<file path="src/rtl/line_buffer3_if.sv">
// Pixel-stream and column-output bundle between the upstream pixel source,
// the three-row line buffer and the 3x3 convolver.
interface line_buffer3_if #(
  parameter int BIT_DEPTH = 8
);
  logic [BIT_DEPTH-1:0] pix_in;
  logic                 pix_valid;
  logic                 pix_ready;
  logic                 shift_buffer;
  logic [BIT_DEPTH-1:0] in_l1;
  logic [BIT_DEPTH-1:0] in_l2;
  logic [BIT_DEPTH-1:0] in_l3;
  logic                 col_valid;
  logic                 row_done;
  logic                 frame_done;

  // Side that supplies pixels and consumes columns.
  modport master (
    output pix_in, pix_valid, shift_buffer,
    input  pix_ready, in_l1, in_l2, in_l3, col_valid, row_done, frame_done
  );

  // The line buffer itself.
  modport slave (
    input  pix_in, pix_valid, shift_buffer,
    output pix_ready, in_l1, in_l2, in_l3, col_valid, row_done, frame_done
  );
endinterface

</file>
<file path="src/rtl/line_buffer3.sv">
// Three-row line buffer: stores raster pixels in a four-bank row ring so one
// row can fill while three complete rows are presented column by column.
module line_buffer3 #(
  parameter int BIT_DEPTH  = 8,
  parameter int IMG_WIDTH  = 8,
  parameter int IMG_HEIGHT = 8
) (
  input logic clk,
  input logic rst_n,
  line_buffer3_if.slave bus
);
  localparam int CW = $clog2(IMG_WIDTH);
  localparam int RW = $clog2(IMG_HEIGHT);
  localparam logic [CW-1:0] LAST_COL = CW'(IMG_WIDTH - 1);
  localparam logic [RW-1:0] LAST_ROW = RW'(IMG_HEIGHT - 3);

  logic [BIT_DEPTH-1:0] mem [4][IMG_WIDTH];
  logic [1:0]           wr_bank;
  logic [1:0]           rd_bank;
  logic [1:0]           rd_bank1;
  logic [1:0]           rd_bank2;
  logic [CW-1:0]        wr_col;
  logic [CW-1:0]        rd_col;
  logic [2:0]           rows_full;
  logic [2:0]           rows_released;
  logic [RW-1:0]        out_row;
  logic                 accept;
  logic                 row_complete;
  logic                 consume;
  logic                 col_last;
  logic                 frame_last;
  logic                 row_done_q;
  logic                 frame_done_q;

  // A fourth bank lets a new row fill while three rows are being read.
  assign bus.pix_ready = (rows_full < 3'd4);
  assign bus.col_valid = (rows_full >= 3'd3);

  assign accept       = bus.pix_valid && bus.pix_ready;
  assign row_complete = accept && (wr_col == LAST_COL);
  assign consume      = bus.shift_buffer && bus.col_valid;
  assign col_last     = consume && (rd_col == LAST_COL);
  assign frame_last   = col_last && (out_row == LAST_ROW);

  // Bank indices wrap naturally in two bits.
  assign rd_bank1 = rd_bank + 2'd1;
  assign rd_bank2 = rd_bank + 2'd2;

  assign bus.in_l1      = mem[rd_bank][rd_col];
  assign bus.in_l2      = mem[rd_bank1][rd_col];
  assign bus.in_l3      = mem[rd_bank2][rd_col];
  assign bus.row_done   = row_done_q;
  assign bus.frame_done = frame_done_q;

  // Rows given back to the writer: one per output row, all three at frame end.
  always_comb begin
    rows_released = 3'd0;
    if (frame_last) begin
      rows_released = 3'd3;
    end else if (col_last) begin
      rows_released = 3'd1;
    end
  end

  // Pixel storage, cleared on reset so the outputs read zero afterwards.
  always_ff @(posedge clk or negedge rst_n) begin
    if (!rst_n) begin
      for (int b = 0; b < 4; b++) begin
        for (int c = 0; c < IMG_WIDTH; c++) begin
          mem[b][c] <= '0;
        end
      end
    end else if (accept) begin
      mem[wr_bank][wr_col] <= bus.pix_in;
    end
  end

  // Write pointer walks the row, then moves on to the next bank.
  always_ff @(posedge clk or negedge rst_n) begin
    if (!rst_n) begin
      wr_col  <= '0;
      wr_bank <= 2'd0;
    end else if (row_complete) begin
      wr_col  <= '0;
      wr_bank <= wr_bank + 2'd1;
    end else if (accept) begin
      wr_col <= wr_col + 1'b1;
    end
  end

  // Read pointer steps per consumed column; at frame end it skips past all three rows.
  always_ff @(posedge clk or negedge rst_n) begin
    if (!rst_n) begin
      rd_col  <= '0;
      rd_bank <= 2'd0;
      out_row <= '0;
    end else if (frame_last) begin
      rd_col  <= '0;
      rd_bank <= rd_bank + 2'd3;
      out_row <= '0;
    end else if (col_last) begin
      rd_col  <= '0;
      rd_bank <= rd_bank + 2'd1;
      out_row <= out_row + 1'b1;
    end else if (consume) begin
      rd_col <= rd_col + 1'b1;
    end
  end

  // Occupancy: completed rows in, released rows out, both possibly in one cycle.
  always_ff @(posedge clk or negedge rst_n) begin
    if (!rst_n) begin
      rows_full <= 3'd0;
    end else begin
      rows_full <= rows_full + {2'b00, row_complete} - rows_released;
    end
  end

  // Registered one-cycle pulses following the consuming edge.
  always_ff @(posedge clk or negedge rst_n) begin
    if (!rst_n) begin
      row_done_q   <= 1'b0;
      frame_done_q <= 1'b0;
    end else begin
      row_done_q   <= col_last;
      frame_done_q <= frame_last;
    end
  end
endmodule

</file>
<file path="src/flat_wrapper.sv">
// flat-port wrapper written by rule: the top's interface ports become plain ports
module line_buffer3_flat 
#(
  parameter int BIT_DEPTH  = 8,
  parameter int IMG_WIDTH  = 8,
  parameter int IMG_HEIGHT = 8
)
  (clk, rst_n, bus_pix_in, bus_pix_valid, bus_shift_buffer, bus_pix_ready, bus_in_l1, bus_in_l2, bus_in_l3, bus_col_valid, bus_row_done, bus_frame_done);
  line_buffer3_if #(.BIT_DEPTH(BIT_DEPTH)) bus_i ();
  input logic clk;
  input logic rst_n;
  input wire logic [$bits(bus_i.pix_in)-1:0] bus_pix_in;
  input wire logic [$bits(bus_i.pix_valid)-1:0] bus_pix_valid;
  input wire logic [$bits(bus_i.shift_buffer)-1:0] bus_shift_buffer;
  output wire logic [$bits(bus_i.pix_ready)-1:0] bus_pix_ready;
  output wire logic [$bits(bus_i.in_l1)-1:0] bus_in_l1;
  output wire logic [$bits(bus_i.in_l2)-1:0] bus_in_l2;
  output wire logic [$bits(bus_i.in_l3)-1:0] bus_in_l3;
  output wire logic [$bits(bus_i.col_valid)-1:0] bus_col_valid;
  output wire logic [$bits(bus_i.row_done)-1:0] bus_row_done;
  output wire logic [$bits(bus_i.frame_done)-1:0] bus_frame_done;
  assign bus_i.pix_in = bus_pix_in;
  assign bus_i.pix_valid = bus_pix_valid;
  assign bus_i.shift_buffer = bus_shift_buffer;
  assign bus_pix_ready = bus_i.pix_ready;
  assign bus_in_l1 = bus_i.in_l1;
  assign bus_in_l2 = bus_i.in_l2;
  assign bus_in_l3 = bus_i.in_l3;
  assign bus_col_valid = bus_i.col_valid;
  assign bus_row_done = bus_i.row_done;
  assign bus_frame_done = bus_i.frame_done;
  line_buffer3 #(.BIT_DEPTH(BIT_DEPTH), .IMG_WIDTH(IMG_WIDTH), .IMG_HEIGHT(IMG_HEIGHT)) u_core (.clk(clk), .rst_n(rst_n), .bus(bus_i));
endmodule
</file>
<file path="config.mk">
export PLATFORM = sky130hd
export DESIGN_NAME = line_buffer3_flat
export DESIGN_NICKNAME = d
export VERILOG_FILES = /design/src/rtl/line_buffer3_if.sv /design/src/rtl/line_buffer3.sv /design/src/flat_wrapper.sv
export SDC_FILE = /design/constraint.sdc
export NUM_CORES = 1
export LEC_CHECK = 0
export ABC_AREA = 0
export CAP_MARGIN = 25
export CORE_ASPECT_RATIO = 1.5
export CORE_MARGIN = 1
export CORE_UTILIZATION = 41
export DETAILED_ROUTE_END_ITERATION = 6
export DONT_BUFFER_PORTS = 1
export PLACE_DENSITY = 0.56
export SLEW_MARGIN = 0
export SYNTH_ARGS = -nofsm -noshare
export SYNTH_HDL_FRONTEND = slang
export SYNTH_SLANG_ARGS = --single-unit
export TNS_END_PERCENT = 10
</file>
<file path="constraint.sdc">
create_clock -name clk -period 2.8 [get_ports clk]
set_input_delay 0.84 -clock clk [delete_from_list [all_inputs] [get_ports clk]]
set_output_delay 0.84 -clock clk [all_outputs]
set_load 0.1 [all_outputs]
</file>
**After elaboration in Yosys (flattened, before gate mapping)**

Cells that the tools add are included.

- Register bits after elaboration: 274
- Bits of input ports: 12
- Output and inout bits: 28
- Logic and storage cells: 112

- $add $sub $neg: 9
- $lt $le $gt $ge: 10
- Equality and inequality tests: 3
- Muxes and demuxes: 34
- Bitwise logic cells: 6
- Reduce and logical (&&, ||, !) cells: 10

Operator list:

| operator | count |
|---|---|
| $mux 64 | 7 |
| $bmux 64 s2 | 3 |
| $bwmux 256 | 1 |
| $demux 64 s2 | 1 |
| $bmux 8 s3 | 3 |
| $mux 8 | 7 |
| $demux 8 s3 | 1 |
| $mux 3 | 7 |
| $ge 3x3->1 const B | 4 |
| $not 2->3 | 4 |
| $add 3x1->3 const B | 3 |
| $eq 3x3->1 const B | 3 |
| $ge 4x4->1 const B | 2 |
| $not 3->4 | 2 |
| $logic_and 1x1->1 | 7 |
| $mux 2 | 3 |
| $add 2x1->2 const B | 2 |
| $add 2x2->2 const B | 2 |
| $lt 4x1->1 const B | 1 |
| $reduce_bool 2->1 | 2 |
| $add 3x1->3 | 1 |
| $ge 3x2->1 const B | 1 |
| $lt 3x1->1 const B | 1 |
| $lt 3x3->1 const B | 1 |
| 3 further kinds | 3 |

**Logic depth before layout (Yosys ltp)**

Gate-level depths: netlist of run 1.

- Depth after elaboration: 8
- Gate-level depth with buffers: 11
- Gate-level depth less buffers: 11

**Least setup slack after synthesis of run 1**

No wires, ideal clock.

- Path kind: reg-to-output
- Start: register u_core.rd_col[2]
- End: output port bus_in_l3[5]
- Data arrival time: 3861 ps
- Required time: 1960 ps
- Path slack: -1901 ps
- Cell stages (with the launch flop): 7
- Buffers on the path: 4
- Cells stage by stage: dfrtp_1 > buf_6 > buf_4 > buf_2 > buf_2 > mux4_2 > a221oi_1

- Word-level cells in the longest chain between the ends: 4

Ends and longest elaborated chain:

| what | line | text |
|---|---|---|
| start, declared | line_buffer3.sv:23 | `logic [CW-1:0] rd_col;` |
| start signal, assigned | line_buffer3.sv:106 | `rd_col <= rd_col + 1'b1;` |
| $not 3->4 (implied by the code) | line_buffer3.sv:51 | `assign bus.in_l3 = mem[rd_bank2][rd_col];` |
| $bmux 8 s3 | line_buffer3.sv:51 |  |
| $mux 8 (implied by the code) (2 in series) | line_buffer3.sv:51 |  |
| end, declared | flat_wrapper.sv:18 | `output wire logic [$bits(bus_i.in_l3)-1:0] bus_in_l3;` |

Every way passes these cells. The select of a mux whose other input is x is not followed.

**Worst setup path in the final report of run 1**

- Start: register u_core.rd_bank[1]
- End: output port bus_in_l2[1]

- Word-level cells in the longest chain between the ends: 8

Ends and longest elaborated chain:

| what | line | text |
|---|---|---|
| start, declared | line_buffer3.sv:19 | `logic [1:0] rd_bank;` |
| start signal, assigned | line_buffer3.sv:99 | `rd_bank <= rd_bank + 2'd3;` |
| start signal, assigned | line_buffer3.sv:103 | `rd_bank <= rd_bank + 2'd1;` |
| $add 2x1->2 | line_buffer3.sv:46 | `assign rd_bank1 = rd_bank + 2'd1;` |
| $not 2->3 (implied by the code) | line_buffer3.sv:50 | `assign bus.in_l2 = mem[rd_bank1][rd_col];` |
| $bmux 64 s2 | line_buffer3.sv:50 |  |
| $mux 64 (implied by the code) (2 in series) | line_buffer3.sv:50 |  |
| $bmux 8 s3 | line_buffer3.sv:50 |  |
| $mux 8 (implied by the code) (2 in series) | line_buffer3.sv:50 |  |
| end, declared | flat_wrapper.sv:17 | `output wire logic [$bits(bus_i.in_l2)-1:0] bus_in_l2;` |

Every way passes these cells. The select of a mux whose other input is x is not followed.

==> results of run 1 <==
synth_stat cells, types with 3 or more instances:
cell       number  area share, %
dfrtp_1       274             43
mux2_2        274             19
mux4_2        150             21
mux2i_1        88            5.5
nand2_1        45            1.1
clkbuf_1       42           0.98
buf_2          29           0.90
nor2_1         26           0.61
a21oi_1        17           0.53
buf_4          14           0.65
inv_1          14           0.33
ha_1           13            1.0
o21ai_0        12           0.37
a221oi_1       11           0.60
nor3b_1         7           0.33
a2bb2oi_1       6           0.33
a32oi_1         6           0.33
nand3b_1        6           0.28
nor2b_1         6           0.23
buf_6           5           0.35
nand3_1         5           0.16
xnor2_1         5           0.27
a31oi_1         4           0.16
and2_0          4           0.16
o211ai_1        4           0.19
a211oi_1        3           0.14
a21o_1          3           0.14
and2_1          3           0.12
buf_1           3          0.070
o2111ai_1       3           0.16
worst max-delay path, stage by stage (launching register included):
cell	delay, ns
dfrtp_4	0.48
buf_12	0.14
buf_12	0.14
mux4_2	0.53
mux4_2	0.53
mux2_4	0.31
buf_12	0.17
where the power goes:
group / total (mW) / switching [mW] / internal, mW
registers: 6.70 / 1.38 / 5.31
clock network: 4.42 / 1.70 / 2.72
logic: 14.9 / 7.39 / 7.48
total: 26.0 / 10.5 / 15.5
state kept, by name (all words and copies together) (netlist names):
name	count
u_core.bus.frame_done	1
u_core.rd_bank	2
u_core.wr_col	3
u_core.out_row	3
u_core.mem	256
u_core.bus.row_done	1
u_core.rd_col	3
u_core.rows_full	3
u_core.wr_bank	2
how the worst max path moves through the flow:
stage	end	startpoint	slack, ns	cells past startpoint
floorplan	bus_in_l3[5]	u_core.rd_bank[1]	-0.45	7
global placement	bus_in_l3[7]	u_core.rd_col[2]	-0.52	8
detailed placement	bus_in_l1[2]	u_core.rd_bank[1]	-0.51	8
CTS	bus_in_l2[1]	u_core.rd_bank[1]	-0.92	6
global route	bus_in_l2[1]	u_core.rd_bank[1]	-0.97	6
finish	bus_in_l2[1]	u_core.rd_bank[1]	-0.91	6
cell type report:
| type | count | area [sq um] | area share (%) |
|---|---|---|---|
| clock buffers | 34 | 774 | 3.86 |
| repair buffers | 215 | 2320 | 11.6 |
| flip-flops and latches | 274 | 6870 | 34.3 |
| clock inverters | 19 | 315 | 1.57 |
| multi-input cells | 725 | 9080 | 45.3 |
| well taps | 495 | 619 | 3.09 |
| inverters | 16 | 62.6 | 0.312 |
cells by family after synthesis:
| group | Yosys count |
|---|---|
| AOI/OAI and AO/OA | 83 |
| xor gates and xnor gates | 6 |
| adders and majority gates | 14 |
| buffers and inverters | 109 |
| DFF | 274 |
| muxes | 512 |
| and+or+nand+nor | 110 |
through the flow:
step	power [mW]	setup slack, ns	utilization, %	TNS (ns)	cells
5_1_grt	27.1	-0.968	52.0	-21.47	1778
3_5_place_dp	20.9	-0.505	47.9	-7.85	1709
3_3_place_gp	20.7	-0.525	47.9	-7.69	1709
2_1_floorplan	16.0	-0.451	-	-6.36	1108
4_1_cts	26.0	-0.923	51.7	-20.52	1778
6_report	26.0	-0.912	52.0	-19.69	1778
metal layers:
| metal | up-vias | GRT usage [%] | routed length [microns] |
|---|---|---|---|
| met2 | 285 | 42.0 | 24000 |
| met4 | 0 | 10.6 | 2230 |
| met3 | 109 | 4.90 | 2610 |
| met1 | 5605 | 28.8 | 17600 |
| met5 | - | 0 | 0 |
| li1 | 4629 | - | - |
timing repair:
item,CTS,global route
buffers inserted,15,0
gates resized for setup,51,25
endpoints found under the setup margin,25,25
cloned,2,0
pin swaps,6,8
endpoints found under the hold margin,253,103
==> summary.md, run 1 <==
| Metric | Value |
|---|---|
| Outcome | finished, violations left |
| Failing checks | negative hold slack, negative setup slack |
| Worst slew pin tran | just over 0.9 ns |
| Ports | 40 |
| Gr ovfl total | 0 |
| CP arrival | 2.87 ns |
| DPL Wire Length | roughly 34 mm |
| IO Port Bufs | 0 |
| Worst Hold Slack | -0.0242 ns |
| Max Cap Viol | 0 |
| Global-route wire length before repair | about 72 mm |
| Die width | 164 microns |
| Yosys warns | 0 |
| R2r endpoint | u_core.rows_full[2] |
| Worst hold path type | in -> async |
| DIE AREA | between 40000 and 50000 sq um |
| DRT Wirelength | 46.5 mm |
| Via density | around 6 |
| Clock slew at reported path FFs | 0.06 ns |
| Syn-to-layout area delta | 24.7% |
| Worst-path fanout max | 8 |
| Initial Util | 41.7% |
| Fillers | 3258 |
| Crit path launch type | flop |
| Via count | 10600 |
| Post-route DRC | 0 |
| Unrepaired setup endpoints after global routing | yes |
| Leakage power | 9.20 nW |
| Chip Height | 245 microns |
| Worst R2R Setup Slack | 0 ns |
| CTS root buffer | clkbuf_16 |
| Max Freq | 0.269 GHz |
| Crit end category | output pin |
| Largest net degree at the start of global routing | 275 |
| Core ar. | slightly below 40000 sq um |
| CTS tree | yes |
| Post-Synth Simple-Gate Area | 3.25% |
| Synth Area in Compound Gates | 3.62% |
| Slew Limit Fails | 0 |
| Synth Register Bits | between 200 and 300 |
| Commonest non-fill, non-tap cell in the layout | dfrtp_1 |
| Cell count after synthesis | 1108 |
| Iteration-0 DRC Markers | 591 |
| Clk sinks | 274 |
| Clock latency on the worst-skew pair | 0.57 ns |
| Clock Skew | between 0.015 and 0.02 ns |
| Worst vdd ir | between 1.5 and 2 mV |
| Post-Synth XOR/XNOR Area | less than 1% |
| Fin nets | approximately 1300 |
| R2R cell count | 14 |
| Reg2reg start | u_core.rd_col[2] |
| Mapped Nets | 1134 |
| Max H-tree Level | 1 |
| Syn Area/Cell | about 15 sq um |
| Ys flop type | dfrtp_1 |
| Distinct cells, synth | 49 |
| Placer Congestion | 0.881 |
| Site Rows | 88 |
| Ant diodes | 0 |
| Share of layout cells above drive strength 1 | between 50% and 60% |
| Min cycle time layout | 3.71 ns |
| # setup viols final | 24 |
| Initial antenna violation count | 0 |
| Mux contribution to synthesized area | between 40% and 50% |
| Slew headroom | 37.7% |
| Vias in the first global route | 11500 |
| Seq/Total Area, Yosys | 42.6% |
| Commonest cells after routing, fill and taps aside | dfrtp_1, mux2_2, mux4_2, buf_4, mux2i_1 |
| Final worst slack | -0.912 ns |
| EDFF count, synth | 0 |
| Dpl cell area | ~18000 sq um |
| Total CTS buffers | 29 |
| Post-DRT Antenna Nets | 0 |
| Worst EP required | between 1.5 and 2 ns |
| Asr flop ratio synth | 100% |
| Final cycle utilization of the critical path | 133% |
| Max Root-Sink Buffers | 3 |
| GR Util All Layers | roughly 24% |
| PD cells | roughly 1300 nW/um^2 |
| Finished layout cell area | roughly 20000 sq um |
| Largest family of logic cells by synthesized area | multiplexers |
| 1st-pass router iterations | 5 |
| Fin. Hold Viols | 14 |
| Avg WL per Cell | 26.1 microns |
| Crit path kind | reg -> out |
| Adder-Cell Fraction of Synth Area | 1.14% |
| Synth Cell Area | 16100 sq um |
No activity file was read; power rests on OpenSTA's default activity.
==> run 2: changes to the inputs <==
--- a/config.mk
+++ b/config.mk
@@ -7,7 +7,6 @@
 export LEC_CHECK = 0
 export ABC_AREA = 0
 export CAP_MARGIN = 25
-export CORE_ASPECT_RATIO = 1.5
 export CORE_MARGIN = 1
 export CORE_UTILIZATION = 41
 export DETAILED_ROUTE_END_ITERATION = 6
==> constraint.sdc (replaced) <==
create_clock -name clk -period 2.8 [get_ports clk]
set_input_delay 0.84 -clock clk [delete_from_list [all_inputs] [get_ports clk]]
set_output_delay 0.84 -clock clk [all_outputs]
set_load 0.05 [all_outputs]
==> run 2 against run 1 <==
The run ends with negative setup slack left. Flip-flop and latch count did not move. Register-to-register slack improved by 0.13 ns. Cell area fell by 1.2%. Combinational power fell by 13%.
==> summary.md, run 2 (synthesis gave the netlist of run 1 again) <==
| Metric | Value |
|---|---|
| Finished layout cell area | 19800 sq um |
| DPL Wire Length | 32.1 mm |
| Max H-tree Level | 2 |
| Leakage power | a little over 9 nW |
| Top reg by flops | u_core.mem |
| Gr ovfl total | 0 |
| Worst path cell trace | buf_12 > buf_16 > mux4_2 > mux4_2 > nand2_2 > o31ai_4 > buf_12 |
| Worst R2R Setup Slack | ~0.13 ns |
| 1st-pass router iterations | 5 |
| Site Rows | slightly above 70 |
| GR Util All Layers | 25.5% |
| Comb pwr share | 53.8% |
| Clock latency on the worst-skew pair | around 0.55 ns |
| DRT Wirelength | 48.5 mm |
| Crit end category | output pin |
| Crit path kind | reg -> out |
| Via density | about 6 |
| Commonest cells after routing, fill and taps aside | dfrtp_1, mux2_2, mux4_2, buf_4, mux2i_1 |
| Number of flip-flops under the largest register name | 256 |
| Share of layout cells above drive strength 1 | between 50% and 60% |
| Vias in the first global route | 11200 |
| Post-route DRC | 0 |
| Top Family by Delay on Critical Path | multiplexers |
| Post-DRT Antenna Nets | 0 |
| R2r endpoint | u_core.rows_full[2] |
| Initial antenna violation count | 0 |
| Placed insts | 1697 |
| Critical path's slowest cell | mux4_2 |
| Chip Height | 200 microns |
| Clk sinks | 274 |
| R2R cell count | 12 |
| Via count | 10600 |
| Sw power | 9.23 mW |
| P_int | 15.0 mW |
| Crit path launch type | flop |
| Worst vdd ir | 0.785 mV |
| CP arrival | 2.75 ns |
| Die width | 200 microns |
| Final worst slack | -0.789 ns |
| Clock slew at reported path FFs | 0.06 ns |
| Flop pwr share | a little over a quarter |
| # setup viols final | 24 |
| PD cells | 1220 nW/um^2 |
| Switching Fraction | 38.2% |
| Outcome | finished, violations left |
| Slew headroom | between 50 and 60% |
| Avg WL per Cell | approximately 27 microns |
| Ports | 40 |
| Iteration-0 DRC Markers | between 600 and 700 |
| IO Port Bufs | 0 |
| CP Depth | 7 |
| Worst EP required | just under 2 ns |
| Ant diodes | 0 |
| Slew Limit Fails | 0 |
| Fin nets | approximately 1300 |
| Worst slew pin tran | 0.650 ns |
| Reg2reg start | u_core.rd_col[2] |
| DIE AREA | 40000 sq um |
| Final Non-Filler Cells | approximately 1800 |
| Min cycle time layout | 3.59 ns |
| Crit path buf inv count | 3 |
| Unrepaired setup endpoints after global routing | yes |
| Largest net degree at the start of global routing | 99 |
| Total Power | 24.2 mW |
| Max Freq | roughly 0.28 GHz |
| Final cycle utilization of the critical path | 128% |
| Initial Util | 41.6% |
| Placer Congestion | 0.834 |
| Fin. Hold Viols | 0 |
| Global-route wire length before repair | ~74 mm |
| CP peak stage delay | 0.52 ns |
| Crit path launch | u_core.rd_bank[1] |
| CTS tree | yes |
| Dpl cell area | 18000 sq um |
| Failing checks | negative setup slack |
| Worst hold path type | in -> async |
| CTS root buffer | clkbuf_16 |
| Total CTS buffers | 35 |
| Worst-path fanout max | 9 |
| Core ar. | 38600 sq um |
| Syn-to-layout area delta | 23.1% |
| Clock power share | 18.8% |
| Max Root-Sink Buffers | 3 |
| Max Cap Viol | 0 |
| Commonest non-fill, non-tap cell in the layout | dfrtp_1 |
| Clock Skew | 0.0158 ns |
==> run 2: final cells by class <==
class | instances | area, sq um
Fill cell | 3226 | 18900
Multi-Input combinational cell | 725 | 9050
Sequential cell | 274 | 6870
Timing Repair Buffer | 180 | 2030
Clock buffer | 48 | 997
Tap cell | 518 | 648
Clock inverter | 11 | 139
Inverter | 16 | 60.1
==> run 2: through the flow <==
step	setup slack, ns	hold slack (ns)	setup TNS [ns]	util (%)
after detailed placement	-0.286	0.513	-5.05	46.6
after global routing	-0.844	0.00668	-19.40	51.2
after CTS	-0.823	-0.0159	-18.40	50.6
final	-0.789	0.0231	-17.95	51.2
after global placement	-0.463	0.475	-5.58	46.6
after floorplan	-0.105	0.450	-1.52	-
==> run 2: worst max-delay path by stage <==
stage,end
final,bus_in_l1[1]
after global placement,bus_in_l2[0]
after floorplan,bus_in_l3[7]
after global routing,bus_in_l1[1]
after CTS,bus_in_l3[2]
after detailed placement,bus_in_l3[2]
==> run 2: repair_timing <==
| item | CTS | global route |
|---|---|---|
| hold buffers | 3 | 0 |
| setup endpoints to repair | 24 | 25 |
| gates cloned | 4 | 4 |
| buffers inserted | 3 | 2 |
| pin swaps | 2 | 3 |
| hold endpoints to repair | 76 | 0 |
| resized for setup | 39 | 29 |
==> run 2: power groups by stage <==
stage | logic, mW | registers, mW | clock network [mW]
finish | 13.0 | 6.64 | 4.54
global route | 13.7 | 6.82 | 4.79
CTS | 12.8 | 6.58 | 4.65
detailed placement | 12.1 | 6.64 | 0
global placement | 11.9 | 6.60 | 0
floorplan | 8.51 | 6.05 | 0
==> run 2: layer usage <==
metal  vias to the layer above  share of wire, %  track usage [%]
met1                      5676                41             32.4
met4                         0               2.8             9.75
met5                         -                 0                0
met2                       325                49             42.1
li1                       4570                 -                -
met3                        71               6.9             6.12
